### src/rtl/fetch_unit_pkg.sv
// Shared types and constants for the instruction fetch stage.
package fetch_unit_pkg;

    typedef enum logic [0:0] {
        StFetch,
        StFault
    } fetch_state_e;

    // Instruction presented while the queue head is empty (addi x0, x0, 0).
    localparam logic [31:0] INST_NOP   = 32'h0000_0013;
    // Instruction word carried by a misaligned-fetch fault entry.
    localparam logic [31:0] FAULT_INST = 32'h0000_0000;

    typedef struct packed {
        logic [31:0] inst;
        logic [31:0] pc;
        logic        fault;
    } fetch_entry_t;

    function automatic fetch_entry_t make_word_entry(input logic [31:0] inst,
                                                     input logic [31:0] pc);
        fetch_entry_t e;
        e.inst  = inst;
        e.pc    = pc;
        e.fault = 1'b0;
        return e;
    endfunction

    function automatic fetch_entry_t make_fault_entry(input logic [31:0] pc);
        fetch_entry_t e;
        e.inst  = FAULT_INST;
        e.pc    = pc;
        e.fault = 1'b1;
        return e;
    endfunction

endpackage

### src/rtl/fetch_queue.sv
// In-order fetch queue: synchronous FIFO with flush; a push in the flush cycle
// lands in the freshly emptied queue.
module fetch_queue
    import fetch_unit_pkg::*;
#(
    parameter int unsigned DEPTH = 4,
    localparam int unsigned AW   = $clog2(DEPTH),
    localparam int unsigned CW   = AW + 1
) (
    input  logic         i_clk,
    input  logic         i_rst_n,
    input  logic         i_flush,
    input  logic         i_push,
    input  fetch_entry_t i_push_entry,
    input  logic         i_pop,
    output logic [CW-1:0] o_count,
    output logic         o_head_valid,
    output fetch_entry_t o_head
);

    fetch_entry_t  r_mem [DEPTH];
    logic [AW-1:0] r_rd_ptr;
    logic [AW-1:0] r_wr_ptr;
    logic [CW-1:0] r_count;

    logic          w_full;
    logic          w_pop_ok;
    logic [AW-1:0] w_wr_idx;

    assign w_full   = (r_count == CW'(DEPTH));
    assign w_pop_ok = i_pop & (r_count != '0);
    assign w_wr_idx = i_flush ? '0 : r_wr_ptr;

    // Storage array; no reset needed since the head is qualified by count.
    always_ff @(posedge i_clk) begin
        if (i_push) begin
            r_mem[w_wr_idx] <= i_push_entry;
        end
    end

    // Pointer and occupancy update; flush rewinds both pointers to slot 0.
    always_ff @(posedge i_clk or negedge i_rst_n) begin
        if (!i_rst_n) begin
            r_rd_ptr <= '0;
            r_wr_ptr <= '0;
            r_count  <= '0;
        end else if (i_flush) begin
            r_rd_ptr <= '0;
            r_wr_ptr <= AW'(i_push);
            r_count  <= CW'(i_push);
        end else begin
            if (i_push) begin
                r_wr_ptr <= r_wr_ptr + AW'(1);
            end
            if (w_pop_ok) begin
                r_rd_ptr <= r_rd_ptr + AW'(1);
            end
            r_count <= r_count + CW'(i_push) - CW'(w_pop_ok);
        end
    end

    // The issue-side credit check must make an overflowing push impossible.
    assert property (@(posedge i_clk) disable iff (!i_rst_n)
                     !(i_push && !i_flush && w_full && !i_pop));

    assign o_count      = r_count;
    assign o_head_valid = (r_count != '0);
    assign o_head       = r_mem[r_rd_ptr];

endmodule

### src/rtl/fetch_unit.sv
// Instruction fetch stage: issues pipelined memory requests under a credit
// limit, queues responses in order and drops responses made stale by redirects.
module fetch_unit
    import fetch_unit_pkg::*;
#(
    parameter logic [31:0] RESET_ADDR = 32'h0000_0000,
    parameter int unsigned DEPTH      = 4
) (
    input  logic        i_clk,
    input  logic        i_rst_n,
    output logic        o_mem_req,
    output logic [31:0] o_mem_addr,
    input  logic        i_mem_ready,
    input  logic        i_mem_valid,
    input  logic [31:0] i_mem_rdata,
    output logic        o_inst_valid,
    output logic [31:0] o_inst,
    output logic [31:0] o_inst_pc,
    output logic        o_inst_fault,
    input  logic        i_inst_ready,
    input  logic        i_redirect,
    input  logic [31:0] i_redirect_pc
);

    localparam int unsigned CW = $clog2(DEPTH) + 1;
    localparam int unsigned SW = CW + 1;

    fetch_state_e  r_state;
    logic          r_active;
    logic [31:0]   r_fetch_pc;
    logic [31:0]   r_resp_pc;
    logic [CW-1:0] r_outstanding;
    logic [CW-1:0] r_drop;

    fetch_state_e  w_state_d;
    logic [31:0]   w_fetch_pc_d;
    logic [31:0]   w_resp_pc_d;
    logic [CW-1:0] w_outstanding_d;
    logic [CW-1:0] w_drop_d;

    logic [CW-1:0] w_count;
    logic [CW-1:0] w_live;
    logic          w_credit_ok;
    logic          w_req;
    logic          w_req_fire;
    logic          w_drop_hit;
    logic          w_resp_keep;
    logic          w_pop;
    logic          w_flush;
    logic          w_push;
    fetch_entry_t  w_push_entry;
    logic          w_head_valid;
    fetch_entry_t  w_head;

    assign w_live      = r_outstanding - r_drop;
    assign w_credit_ok = (SW'(w_count) + SW'(w_live)) < SW'(DEPTH);
    // Stale plus live requests must also fit the outstanding counter.
    assign w_req       = r_active & (r_state == StFetch) & ~i_redirect & w_credit_ok &
                         (r_outstanding != '1);
    assign w_req_fire  = w_req & i_mem_ready;
    assign w_drop_hit  = i_mem_valid & (r_drop != '0);
    assign w_resp_keep = i_mem_valid & (r_drop == '0);
    assign w_pop       = w_head_valid & i_inst_ready;

    assign o_mem_req   = w_req;
    assign o_mem_addr  = {r_fetch_pc[31:2], 2'b00};

    // Next-state, counter and queue control; a redirect overrides everything.
    always_comb begin
        w_state_d       = r_state;
        w_fetch_pc_d    = r_fetch_pc;
        w_resp_pc_d     = r_resp_pc;
        w_outstanding_d = r_outstanding + CW'(w_req_fire) - CW'(i_mem_valid);
        w_drop_d        = r_drop - CW'(w_drop_hit);
        w_flush         = 1'b0;
        w_push          = w_resp_keep;
        w_push_entry    = make_word_entry(i_mem_rdata, r_resp_pc);

        if (w_req_fire) begin
            w_fetch_pc_d = r_fetch_pc + 32'd4;
        end
        if (w_resp_keep) begin
            w_resp_pc_d = r_resp_pc + 32'd4;
        end

        if (i_redirect) begin
            w_flush      = 1'b1;
            w_drop_d     = r_outstanding - CW'(i_mem_valid);
            w_fetch_pc_d = i_redirect_pc;
            w_resp_pc_d  = i_redirect_pc;
            if (i_redirect_pc[1:0] == 2'b00) begin
                w_state_d = StFetch;
                w_push    = 1'b0;
            end else begin
                w_state_d    = StFault;
                w_push       = 1'b1;
                w_push_entry = make_fault_entry(i_redirect_pc);
            end
        end
    end

    // State and counter registers; r_active holds off issue during reset.
    always_ff @(posedge i_clk or negedge i_rst_n) begin
        if (!i_rst_n) begin
            r_state       <= StFetch;
            r_active      <= 1'b0;
            r_fetch_pc    <= RESET_ADDR;
            r_resp_pc     <= RESET_ADDR;
            r_outstanding <= '0;
            r_drop        <= '0;
        end else begin
            r_state       <= w_state_d;
            r_active      <= 1'b1;
            r_fetch_pc    <= w_fetch_pc_d;
            r_resp_pc     <= w_resp_pc_d;
            r_outstanding <= w_outstanding_d;
            r_drop        <= w_drop_d;
        end
    end

    fetch_queue #(
        .DEPTH (DEPTH)
    ) u_queue (
        .i_clk        (i_clk),
        .i_rst_n      (i_rst_n),
        .i_flush      (w_flush),
        .i_push       (w_push),
        .i_push_entry (w_push_entry),
        .i_pop        (w_pop),
        .o_count      (w_count),
        .o_head_valid (w_head_valid),
        .o_head       (w_head)
    );

    assign o_inst_valid = w_head_valid;
    assign o_inst       = w_head_valid ? w_head.inst : INST_NOP;
    assign o_inst_pc    = w_head_valid ? w_head.pc : 32'h0;
    assign o_inst_fault = w_head_valid & w_head.fault;

endmodule

### config.mk
export PLATFORM = sky130hd
export DESIGN_NAME = fetch_unit
export DESIGN_NICKNAME = d
export VERILOG_FILES = /design/src/rtl/fetch_unit_pkg.sv /design/src/rtl/fetch_queue.sv /design/src/rtl/fetch_unit.sv
export SDC_FILE = /design/constraint.sdc
export NUM_CORES = 1
export LEC_CHECK = 0
export CORE_MARGIN = 2
export CORE_UTILIZATION = 50
export CTS_CLUSTER_SIZE = 20
export DETAILED_ROUTE_END_ITERATION = 7
export PLACE_DENSITY_LB_ADDON = 0.25
export RECOVER_POWER = 100
export SYNTH_ARGS = -nofsm -noshare
export SYNTH_HDL_FRONTEND = slang
export SYNTH_HIERARCHICAL = 1
export SYNTH_SLANG_ARGS = --single-unit
### constraint.sdc
create_clock -name i_clk -period 12.08 [get_ports i_clk]
set_input_delay 1.812 -clock i_clk [delete_from_list [all_inputs] [get_ports i_clk]]
set_output_delay 1.812 -clock i_clk [all_outputs]
set_load 0.005 [all_outputs]
==> results summary <==
At the later pin of the worst-skew pair, clock insertion delay measures 0.51 ns. The number of enable-type register cells in the synthesized netlist came out at 260. The buffers inserted during post-CTS setup optimization is 0. No sink is reached through more buffers than the 3 on the longest clock path.

Of all cell types, the one taking the most synthesized area is edfxtp_1. The final critical path takes up between 60% and 70% of the cycle. The core area is 29,600 um2. The number of sinks on the clock net came out at 337. Setup violations remaining at the end of the flow were counted as 0.

The count of boundary I/O pins came out at roughly 170. Of all nets on the critical path, the largest fanout is 50. From synthesis to final layout, the design area changed by 20.7%. The via count of the first global-routing pass came to 8,502. The height of the die came out at 177 um. The detailed-routed wire length on met3 is roughly 1600 um. The net count of the finished layout came out at roughly 1,200. The post-layout minimum cycle time came out at around 8.0 ns.

The final routed wire length divided by cell count is about 20 um. CTS placed an instance of clkbuf_16 at the clock tree root. The maximum VDD drop is ~0.12 mV. STA puts the critical path data arrival time at between 6 and 7 ns. The number of vias after detailed routing is between 8,000 and 9,000. Setup total negative slack on the finished layout was measured at 0 ns. The repair_antennas step left the layout with diodes totalling 0. The overall overflow remaining after global route came out at 0. The number of instances in the synthesized netlist is slightly below 1,000. The minimum setup slack after placement came out at roughly 6.6 ns. The predominant post-synthesis flop cell is edfxtp_1. The aggregate global-route resource usage came out at roughly 20%.

The share of the Yosys chip area taken by registers is 65.2%. Using the TritonRoute via totals, the vias-per-cell ratio works out to 5.58. The share of synthesized registers carrying an async set or reset is between 20% and 30%. The start-to-end type of the worst setup path is register to output pin. The reported leakage power came out at 0.00623 uW. The first detailed-routing pass took 4 iterations. The power density over the cells came out at about 190 nW/um2. The post-synthesis xor/xnor area fraction is roughly 2.5%. The DRC violation total after the first TritonRoute iteration is between 600 and 700.

The die width is 177 um. The capturing element type of the critical path is an output pin. After synthesis, the largest area contributor takes up a little over half of total cell area. The checks that failed: capacitance limit, slew limit. At the pin with the least slew margin, the transition time is around 4.2 ns. The first-pass GRT wire length is ~48,000 um. The dominant combinational cell family by area after synthesis is multiplexers. The flow ran to the end, but the final reports show violations. Traced cell by cell, the critical path runs through clkbuf_1, mux4_2, and2_1, dlygate4sd3_1. TritonCTS built the clock tree. After clock tree synthesis, the clock-pin slew on the worst setup and hold paths is roughly 0.060 ns. After clock tree synthesis, the repair step resized 0 gates. The netlist area before placement came out at around 15,000 um2. The adder and majority gate portion of the synthesized area is under 10%. The wire length on met2 came out at 14,800 um. The H-tree depth came out at 2. The worst-case clock skew is 0.0130 ns. The weighted congestion reported at the end of routability-driven placement came out at around 0.84. The type of element launching the critical path is a register. After synthesis, the cell types taking the most area are edfxtp_1 (52%), dfrtp_1 (13%), mux4_2 (9.8%).

The share of cells above drive strength 1 is a little under an eighth. The number of buffers created by CTS is 34. The required time at the worst-slack endpoint is approximately 10 ns. The complex-gate fraction of the synthesized area came out at around 4.3%.

Setup repair after global routing left no endpoint under its margin. The library cells used most frequently in the layout, excluding fill and tap cells, are edfxtp_1 (260), clkdlybuf4s50_1 (114), dfrtp_1 (76), and2_0 (68), mux4_2 (65). The final count of hold timing violations is 0.

After detailed routing, the number of remaining DRC violations is 0. The count of unique library cells instantiated by Yosys is 61. Signal routing reaches up to met4. The area of the die came out at 31,300 um2.

The fraction of synthesized area in multiplexers came out at roughly an eighth. The maximum cell stage delay along the critical path is roughly 3 ns. The HPWL after detailed placement is just under 20,000 um. The count of antenna-violating nets left after detailed routing is 0. The initial core utilization came out at between 50% and 60%. Across the run, the number of max-cap violations was 11. The quantity of I/O buffers inserted on ports is about 170. The post-synthesis register bit count came out at ~340. The average cell area after synthesis is between 15 and 20 um2. Wires add up to 30,800 um. The detailed-routing wirelength on met1 came out at about 14,000 um. The number of hold buffers added after CTS was 0. The largest net degree at the start of global routing is around 80.

The final number of max-transition violations was 539. In the post-route analysis, the smallest setup slack over all paths is a little over 4 ns. The synthesized netlist devotes 10.8% of its cell area to simple gates. In this run the tightest slew margin relative to its limit is -179%.

The internal reg-to-reg setup slack came out at 5.69 ns. The cell with the biggest individual delay on the critical path is clkbuf_1. The class of the tightest hold or removal check is register to register.

The placement row count is 63. The highest clock frequency the design can meet is 125 MHz. The initial antenna violation count came out at 0. The synthesis warning total came out at 6. Leaving out fill and tap cells, the most frequent cell in the layout is edfxtp_1.
==> routing by layer <==
metal  GRT usage, %  vias up
met5              0        -
met4           4.58        0
met3           3.31       38
met2           32.1      230
met1           28.7     4351
li1               -     4000
==> sequential cells by signal, indices dropped and copies added (netlist names) <==
name	flops
r_resp_pc	32
r_drop	3
u_queue/r_rd_ptr	2
u_queue/r_wr_ptr	2
r_active	1
u_queue/r_mem	260
r_fetch_pc	30
r_state	1
r_outstanding	3
u_queue/o_count	3
==> critical path, delay by kind of cell, from the launching register on <==
family                 cells  cell delay, ns
buffers and inverters      2            3.58
and+or+nand+nor            1            0.18
DFF                        1            1.06
muxes                      1            0.80
==> final timing paths <==
check / startpoint / end / cells past startpoint
setup / recovery: u_queue/r_rd_ptr[0]$_DFFE_PN0P_ / o_inst[5] / 4
hold / removal: r_state$_DFFE_PN0P_ / r_state$_DFFE_PN0P_ / 1
setup reg to reg: r_outstanding[0]$_DFF_PN0_ / r_outstanding[2]$_DFF_PN0_ / 18
hold reg to reg: r_state$_DFFE_PN0P_ / r_state$_DFFE_PN0P_ / 1
max in group asynchronous: i_rst_n / r_outstanding[1]$_DFF_PN0_ / 2
min in group asynchronous: i_rst_n / r_resp_pc[29]$_DFFE_PN0N_ / 1
==> synth_stat cells (13+ instances only) <==
| cell type | n |
|---|---|
| nand4_1 | 18 |
| nand3_1 | 34 |
| o21ai_0 | 30 |
| and2_1 | 97 |
| xor2_1 | 25 |
| mux2_2 | 40 |
| mux4_2 | 65 |
| nand2_1 | 57 |
| ha_1 | 13 |
| clkbuf_1 | 26 |
| dfrtp_1 | 77 |
| nor2_1 | 19 |
| edfxtp_1 | 260 |
| xnor2_1 | 15 |
| inv_1 | 30 |
==> logic make-up (layout without fill, tap and decap cells) <==
group	Yosys count	count (layout)
AND/OR/NAND/NOR	280	280
multiplexers	107	107
other	2	3
XOR/XNOR	41	41
AO/OA/AOI/OAI	101	101
buffers and inverters	81	269
adder cells (fa/ha/maj)	16	16
flip-flops	337	337
==> per-stage QoR <==
stage / total power, uW / util, % / area (um2) / hold slack (ns) / cells
global route: 3650 / 61.0 / 18000 / 0.514 / 1544
global placement: 2410 / 57.3 / 16900 / 0.469 / 1484
finish: 3480 / 61.0 / 18000 / 0.492 / 1544
detailed placement: 2430 / 57.3 / 16900 / 0.477 / 1484
floorplan: 2010 / - / 14900 / 0.454 / 966
CTS: 3540 / 61.3 / 18100 / 0.491 / 1544
==> layout make-up <==
class                      instances  area [um2]
inverter                          32         120
clock inverter                    17         241
tap                              390         488
multi-input combinational        548        4780
sequential                       337        9740
fill                            2217       11500
timing repair buffer             177        1700
clock buffer                      43         956
==> where the power goes <==
| group | leakage, uW | total [uW] | switching (uW) | internal (uW) |
|---|---|---|---|---|
| Combinational | 0.00232 | 907 | 397 | 509 |
| Clock | 0.000579 | 1110 | 421 | 688 |
| Sequential | 0.00333 | 1460 | 85.4 | 1380 |
No activity file was read; power rests on OpenSTA's default activity.
